==> src/rtl/stepgen_pkg.sv <==
// Shared definitions for the stepgen scheduler: FSM encoding, register map, timing-word fields.
// No logic. No latency. No backpressure.
package stepgen_pkg;

  typedef enum logic [1:0] {
    ST_IDLE  = 2'd0,
    ST_APPLY = 2'd1,
    ST_RUN   = 2'd2,
    ST_FAULT = 2'd3
  } state_e;

  localparam logic [3:0] ADDR_VEL_MAX = 4'd7;
  localparam logic [3:0] ADDR_TIMING  = 4'd8;
  localparam logic [3:0] ADDR_CTRL    = 4'd9;

  localparam int DIR_LSB  = 0;
  localparam int STEP_LSB = 8;
  localparam int TAP_LSB  = 14;
  localparam int EN_BIT   = 0;

endpackage

==> src/rtl/stepgen_wdt.sv <==
// Saturating watchdog: counts while run is high, expire is combinational on the last allowed cycle.
// Latency: expire in the same cycle the count reaches WD_LIMIT-1. No backpressure.
module stepgen_wdt #(
  parameter int WD_W     = 20,
  parameter int WD_LIMIT = 1000000
) (
  input  logic clk,
  input  logic rst_n,
  input  logic run,
  input  logic clear,
  output logic expire
);

  localparam logic [WD_W-1:0] LIMIT_M1 = WD_W'(WD_LIMIT - 1);

  logic [WD_W-1:0] cnt_q, cnt_d;

  always_comb begin
    cnt_d = cnt_q;
    if (clear) begin
      cnt_d = '0;
    end else if (run && (cnt_q != '1)) begin
      cnt_d = cnt_q + WD_W'(1);
    end
  end

  always_ff @(posedge clk or negedge rst_n) begin
    if (!rst_n) begin
      cnt_q <= '0;
    end else begin
      cnt_q <= cnt_d;
    end
  end

  // A zero limit disables the watchdog entirely.
  assign expire = (WD_LIMIT != 0) && run && (cnt_q == LIMIT_M1);

endmodule

==> src/rtl/stepgen_sched.sv <==
// Double-buffered stepgen control: shadow registers applied atomically on commit, with watchdog stop.
// Latency: commit in cycle k -> new outputs and commit_ack in cycle k+2. No backpressure; commits during APPLY/FAULT are dropped.
module stepgen_sched
  import stepgen_pkg::*;
#(
  parameter int N        = 4,
  parameter int W        = 12,
  parameter int F        = 10,
  parameter int T        = 5,
  parameter int WD_W     = 20,
  parameter int WD_LIMIT = 1000000
) (
  input  logic                 clk,
  input  logic                 rst_n,
  input  logic                 wr_stb,
  input  logic [3:0]           wr_addr,
  input  logic [15:0]          wr_data,
  input  logic                 commit,
  input  logic                 fault_clr,
  input  logic [N*(W+F)-1:0]   position_i,
  output logic [N*(F+1)-1:0]   velocity_o,
  output logic [T-1:0]         dirtime_o,
  output logic [T-1:0]         steptime_o,
  output logic [1:0]           tap_o,
  output logic                 enable_o,
  output logic [N*(W+F)-1:0]   pos_snap,
  output logic                 commit_ack,
  output logic                 wdt_fault
);

  state_e state_q, state_d;

  logic [N*(F+1)-1:0] vel_sh_q, vel_q;
  logic [T-1:0]       dir_sh_q, step_sh_q, dir_q, step_q;
  logic [1:0]         tap_sh_q, tap_q;
  logic               en_sh_q, en_q;
  logic [N*(W+F)-1:0] snap_q;
  logic               ack_q, fault_q;
  logic               wdt_expire;
  logic               enter_fault;
  logic               unused_wr;

  assign unused_wr = ^wr_data;

  stepgen_wdt #(
    .WD_W     (WD_W),
    .WD_LIMIT (WD_LIMIT)
  ) u_wdt (
    .clk    (clk),
    .rst_n  (rst_n),
    .run    (state_q == ST_RUN),
    .clear  (state_q == ST_APPLY),
    .expire (wdt_expire)
  );

  // Shadow bank accepts writes in every state; APPLY copies the pre-edge value.
  always_ff @(posedge clk or negedge rst_n) begin
    if (!rst_n) begin
      vel_sh_q  <= '0;
      dir_sh_q  <= '0;
      step_sh_q <= '0;
      tap_sh_q  <= '0;
      en_sh_q   <= 1'b0;
    end else if (wr_stb) begin
      for (int i = 0; i < N; i++) begin
        if ((wr_addr == 4'(i)) && (wr_addr <= ADDR_VEL_MAX)) begin
          vel_sh_q[i*(F+1) +: F+1] <= wr_data[F:0];
        end
      end
      if (wr_addr == ADDR_TIMING) begin
        dir_sh_q  <= wr_data[DIR_LSB +: T];
        step_sh_q <= wr_data[STEP_LSB +: T];
        tap_sh_q  <= wr_data[TAP_LSB +: 2];
      end
      if (wr_addr == ADDR_CTRL) begin
        en_sh_q <= wr_data[EN_BIT];
      end
    end
  end

  always_comb begin
    state_d = state_q;
    case (state_q)
      ST_IDLE:  if (commit) state_d = ST_APPLY;
      ST_APPLY: state_d = en_sh_q ? ST_RUN : ST_IDLE;
      ST_RUN: begin
        if (commit) begin
          state_d = ST_APPLY;
        end else if (wdt_expire) begin
          state_d = ST_FAULT;
        end
      end
      ST_FAULT: if (fault_clr) state_d = ST_IDLE;
      default:  state_d = ST_IDLE;
    endcase
  end

  assign enter_fault = (state_q == ST_RUN) && (state_d == ST_FAULT);

  always_ff @(posedge clk or negedge rst_n) begin
    if (!rst_n) begin
      state_q <= ST_IDLE;
    end else begin
      state_q <= state_d;
    end
  end

  always_ff @(posedge clk or negedge rst_n) begin
    if (!rst_n) begin
      vel_q   <= '0;
      dir_q   <= '0;
      step_q  <= '0;
      tap_q   <= '0;
      en_q    <= 1'b0;
      snap_q  <= '0;
      ack_q   <= 1'b0;
      fault_q <= 1'b0;
    end else begin
      ack_q <= (state_q == ST_APPLY);
      if (state_q == ST_APPLY) begin
        vel_q  <= vel_sh_q;
        dir_q  <= dir_sh_q;
        step_q <= step_sh_q;
        tap_q  <= tap_sh_q;
        en_q   <= en_sh_q;
        snap_q <= position_i;
      end else if (enter_fault) begin
        // Stop motion but keep timing so the stepgen pulse shape is unchanged.
        vel_q   <= '0;
        en_q    <= 1'b0;
        fault_q <= 1'b1;
      end else if ((state_q == ST_FAULT) && fault_clr) begin
        fault_q <= 1'b0;
      end
    end
  end

  assign velocity_o = vel_q;
  assign dirtime_o  = dir_q;
  assign steptime_o = step_q;
  assign tap_o      = tap_q;
  assign enable_o   = en_q;
  assign pos_snap   = snap_q;
  assign commit_ack = ack_q;
  assign wdt_fault  = fault_q;

endmodule

==> config.mk <==
export PLATFORM = sky130hd
export DESIGN_NAME = stepgen_sched
export DESIGN_NICKNAME = d
export VERILOG_FILES = /design/src/rtl/stepgen_pkg.sv /design/src/rtl/stepgen_wdt.sv /design/src/rtl/stepgen_sched.sv
export SDC_FILE = /design/constraint.sdc
export NUM_CORES = 1
export LEC_CHECK = 0
export CORE_MARGIN = 8
export CORE_UTILIZATION = 48
export DETAILED_ROUTE_END_ITERATION = 8
export PLACE_DENSITY = 0.81
export SLEW_MARGIN = 30
export SYNTH_ARGS = -nofsm -noshare
export SYNTH_HDL_FRONTEND = slang
export SYNTH_SLANG_ARGS = --single-unit
export TNS_END_PERCENT = 5
==> constraint.sdc <==
create_clock -name clk -period 2.65 [get_ports clk]
set_clock_uncertainty 0.1 [all_clocks]
set_input_delay 0.53 -clock clk [delete_from_list [all_inputs] [get_ports clk]]
set_output_delay 0.53 -clock clk [all_outputs]
set_load 0.1 [all_outputs]
==> reports/results.txt <==
The run finished with clean final reports. Entering global routing, the biggest net connects 92 pins. For this run, the top clock speed supported by timing is 0.464 GHz.

For the pin with the worst max-slew slack, the measured transition is 521 ps. TritonCTS built the clock tree. Headroom to the max-slew limit: 65.2%.

The minimum period implied by the final worst setup slack works out to 2160 ps. Maximum fanout count along the critical path: 8. For the final wirelength, the log shows 23.9 mm. The count of placed standard cells including taps came out at 1350.

The number of warning messages in the yosys log came out at 0. The tools report the startpoint of the most critical setup path as u_wdt.cnt_q[0]. The routed wire length per instance is 17.2 µm. The detailed router finished its first iteration with 338 violations.

The cell area that synthesis handed to floorplanning was 9010 µm². In this run the standard cell core region covers 18600 µm². Setup repair after global routing left no endpoint under its margin. The max capacitance violation total came out at 0. The initial antenna violation count is 0, and the layout overhead on the synthesized area is 36.6%.

Cell with the biggest individual delay on the critical path: sky130_fd_sc_hd__dfrtp_1. The run gives 7105 as the detailed-route via count. For the total non-filler cell area in the finished layout, the log shows 12300 µm². For the final hold violation count, the log shows 0. The count of buffer and inverter cells on the critical path is 0.

The post-detailed-placement half-perimeter wirelength was 16.3 mm; the insertion delay of the later-clocked pin in the worst-skew pair was 510 ps. The first TritonRoute pass finished after 4 iterations. After clock tree synthesis, the repair step resized 0 gates. STA classifies the critical path endpoint as a flip-flop. The count of filler cells inserted in the layout was 1479; the portion of the clock cycle consumed by the worst path in the final layout was 81.4%. The run gives 0 as the final-report setup violation count.

The net count of the finished layout was 1257; the number of clock sinks seen by CTS was 226. In this run the clock root is driven by a sky130_fd_sc_hd__clkbuf_16. The floorplan has 50 rows.

The final non-filler cell total was 1393; the wire length of the first global-routing pass was 38.7 mm. The synthesized flop and latch total is 226. Data on the critical path is required at its endpoint by 2980 ps. The mean instance size in the synthesized netlist came out at 10.1 µm². Synthesis handed over a netlist of 889 instances. Cells with a size suffix above 1 make up 23.7% of the layout. The longest individual stage delay on the worst path is 430 ps, and the H-tree depth is 1.

Counting the buffers created by CTS gives 24. The launch point of the worst reg-to-reg path was u_wdt.cnt_q[0]. The startpoint kind of the worst setup timing path was a flip-flop.

For this run, design rule violations remaining after detail routing come to 0. Input and output buffers added on the ports amount to 258. After detailed routing, the number of vias per cell comes to 5.10.

At the worst endpoint, the arrival time is 2480 ps. The number of library cell types mapped by synthesis is 43. The run gives 5660 µm² as the register area. From left edge to right edge, the die measures 153 µm. The die covers 23400 µm². The cell area after placement came out at 11500 µm².

The most numerous cell on the critical path is sky130_fd_sc_hd__and4_1. The beginning of the worst hold path is tap_sh_q[1]. The multi-input combinational cells in the finished layout cover a total of 3150 µm². The share of synthesized area occupied by flip-flops and latches came out at 62.8%.

The detail route stage leaves a number of antenna-violating nets equal to 0. Summed over all layers, the global routing overflow is 0. The logs give 48.5% for the starting density of the core and 66.3% for the end-of-flow core utilization. The run gives 1003 as the number of nets produced by synthesis. The type of the worst setup path is reg -> reg. Traced cell by cell, the critical path runs through ha_1 -> and4_1 -> and2_2 -> a21oi_2 -> and4_1 -> mux2i_1. The logs give 490 ps for the reg2reg setup slack and 0 for the diode insertion count for antenna repair. The tools report the number of global-route vias before repair as 7223.

Broken down by cell family, the worst path's largest delay share belongs to simple AND/OR/NAND/NOR gates. The clock passes through at most 3 buffers. The clock-pin slew on the worst setup and hold paths is 60 ps.

Routability-driven placement finished with a final weighted congestion of 0.805. The total count of max-transition violations in the final report came out at 0. After routing, the total negative slack on setup checks comes to 0 ps. The die is 153 µm tall. For the total routing usage reported by global routing, the log shows 20.1%. The tools report the top-level port count as 260.

The min-delay analysis places its worst path in the category reg -> reg.
synth_stat cells (all sizes together):
library cell / instances / area [µm²]
a221oi: 3 / 26.3
nand2b: 5 / 31.3
and4: 6 / 52.6
a311o: 1 / 10.0
o21ai: 49 / 245
nor2: 15 / 66.3
a21boi: 1 / 7.51
a311oi: 1 / 8.76
mux2i: 5 / 50.1
a21o: 2 / 15.0
nand2: 408 / 1530
nor3: 8 / 62.6
or2: 1 / 6.26
a211oi: 2 / 15.0
nor3b: 1 / 7.51
a41oi: 2 / 17.5
nor4: 3 / 18.8
nor2b: 3 / 18.8
and3: 1 / 6.26
nand3b: 1 / 7.51
xnor2: 7 / 61.3
nand3: 7 / 35.0
ha: 1 / 12.5
clkbuf: 34 / 128
dfrtp: 226 / 5660
nor4b: 1 / 15.0
buf: 14 / 91.3
a31oi: 2 / 12.5
inv: 1 / 3.75
nor4bb: 1 / 10.0
a31o: 1 / 8.76
and2: 3 / 20.0
mux2: 57 / 642
nand4: 8 / 68.8
a21oi: 8 / 43.8
cells in the final DEF (no fill, tap or decap), drive strengths merged, types with 2 or more instances in the layout:
cell	n
mux2i	5
nand2b	5
nand4	8
nor4	3
a221oi	3
nand3	7
nor3	8
and4	6
buf	165
clkinv	7
nor2	15
nor2b	3
and2	3
xnor2	7
dfrtp	226
mux2	57
clkbuf	32
a21o	2
o21ai	49
clkdlybuf4s50	110
a21oi	8
a31oi	2
clkinvlp	2
a41oi	2
nand2	408
a211oi	2
metal layers:
| layer | routed length, µm | global-route usage (%) | share of wire (%) | up-vias |
|---|---|---|---|---|
| li1 | - | - | - | 3394 |
| met1 | 10000 | 25.1 | 42 | 3436 |
| met2 | 11700 | 33.3 | 49 | 231 |
| met3 | 1590 | 5.53 | 6.6 | 44 |
| met4 | 639 | 6.55 | 2.7 | 0 |
| met5 | 0 | 0 | 0 | - |
per-stage QoR:
step                      hold slack, ps  setup WS [ps]
after floorplan                      134            650
after global placement               341            445
after detailed placement             346            424
after CTS                            362            498
after global routing                 381            347
final                                362            494
worst paths after layout:
check                      cells past startpoint        endpoint
setup / recovery                               6  u_wdt.cnt_q[3]
hold / removal                                 2        tap_o[1]
setup reg to reg                               6  u_wdt.cnt_q[3]
hold reg to reg                                2        tap_o[1]
max in group asynchronous                      3    pos_snap[30]
min in group asynchronous                      2  velocity_o[19]
state kept, by name (all words and copies together), names as in the netlist, 2 cells and up:
name,count
pos_snap,88
vel_sh_q,44
velocity_o,44
u_wdt.cnt_q,20
dir_sh_q,5
dirtime_o,5
step_sh_q,5
steptime_o,5
state_q,2
tap_o,2
tap_sh_q,2
worst register-to-register path, stage by stage, from the launching register on:
cell	delay, ps
sky130_fd_sc_hd__dfrtp_1	430
sky130_fd_sc_hd__ha_1	270
sky130_fd_sc_hd__and4_1	280
sky130_fd_sc_hd__and2_2	230
sky130_fd_sc_hd__a21oi_2	320
sky130_fd_sc_hd__and4_1	260
sky130_fd_sc_hd__mux2i_1	180
cells by family (layout without fill, tap and decap cells):
family | count (synthesis) | after routing | synth area share (%)
XOR/XNOR | 7 | 7 | 0.680
AND/OR/NAND/NOR | 472 | 472 | 21.7
multiplexers | 62 | 62 | 7.68
flip-flops | 226 | 226 | 62.8
buffers and inverters | 49 | 319 | 2.47
adder cells (fa/ha/maj) | 1 | 1 | 0.139
AO/OA/AOI/OAI | 72 | 72 | 4.55
final cells by class:
| type | count | share of cell area, % |
|---|---|---|
| clock buffer | 32 | 5.54 |
| clock inverter | 10 | 0.681 |
| inverter | 1 | 0.0508 |
| multi-input combinational | 614 | 25.6 |
| sequential | 226 | 45.9 |
| tap | 234 | 2.38 |
| timing repair buffer | 276 | 19.9 |
timing repair:
item / CTS / global route
hold endpoints to repair: 60 / 0
hold buffers: 1 / 0
setup buffers: 0 / 0
Power is left out: the tool's default activity adds up to more than one toggle a clock period on the data nets, which glitch-free logic cannot reach.
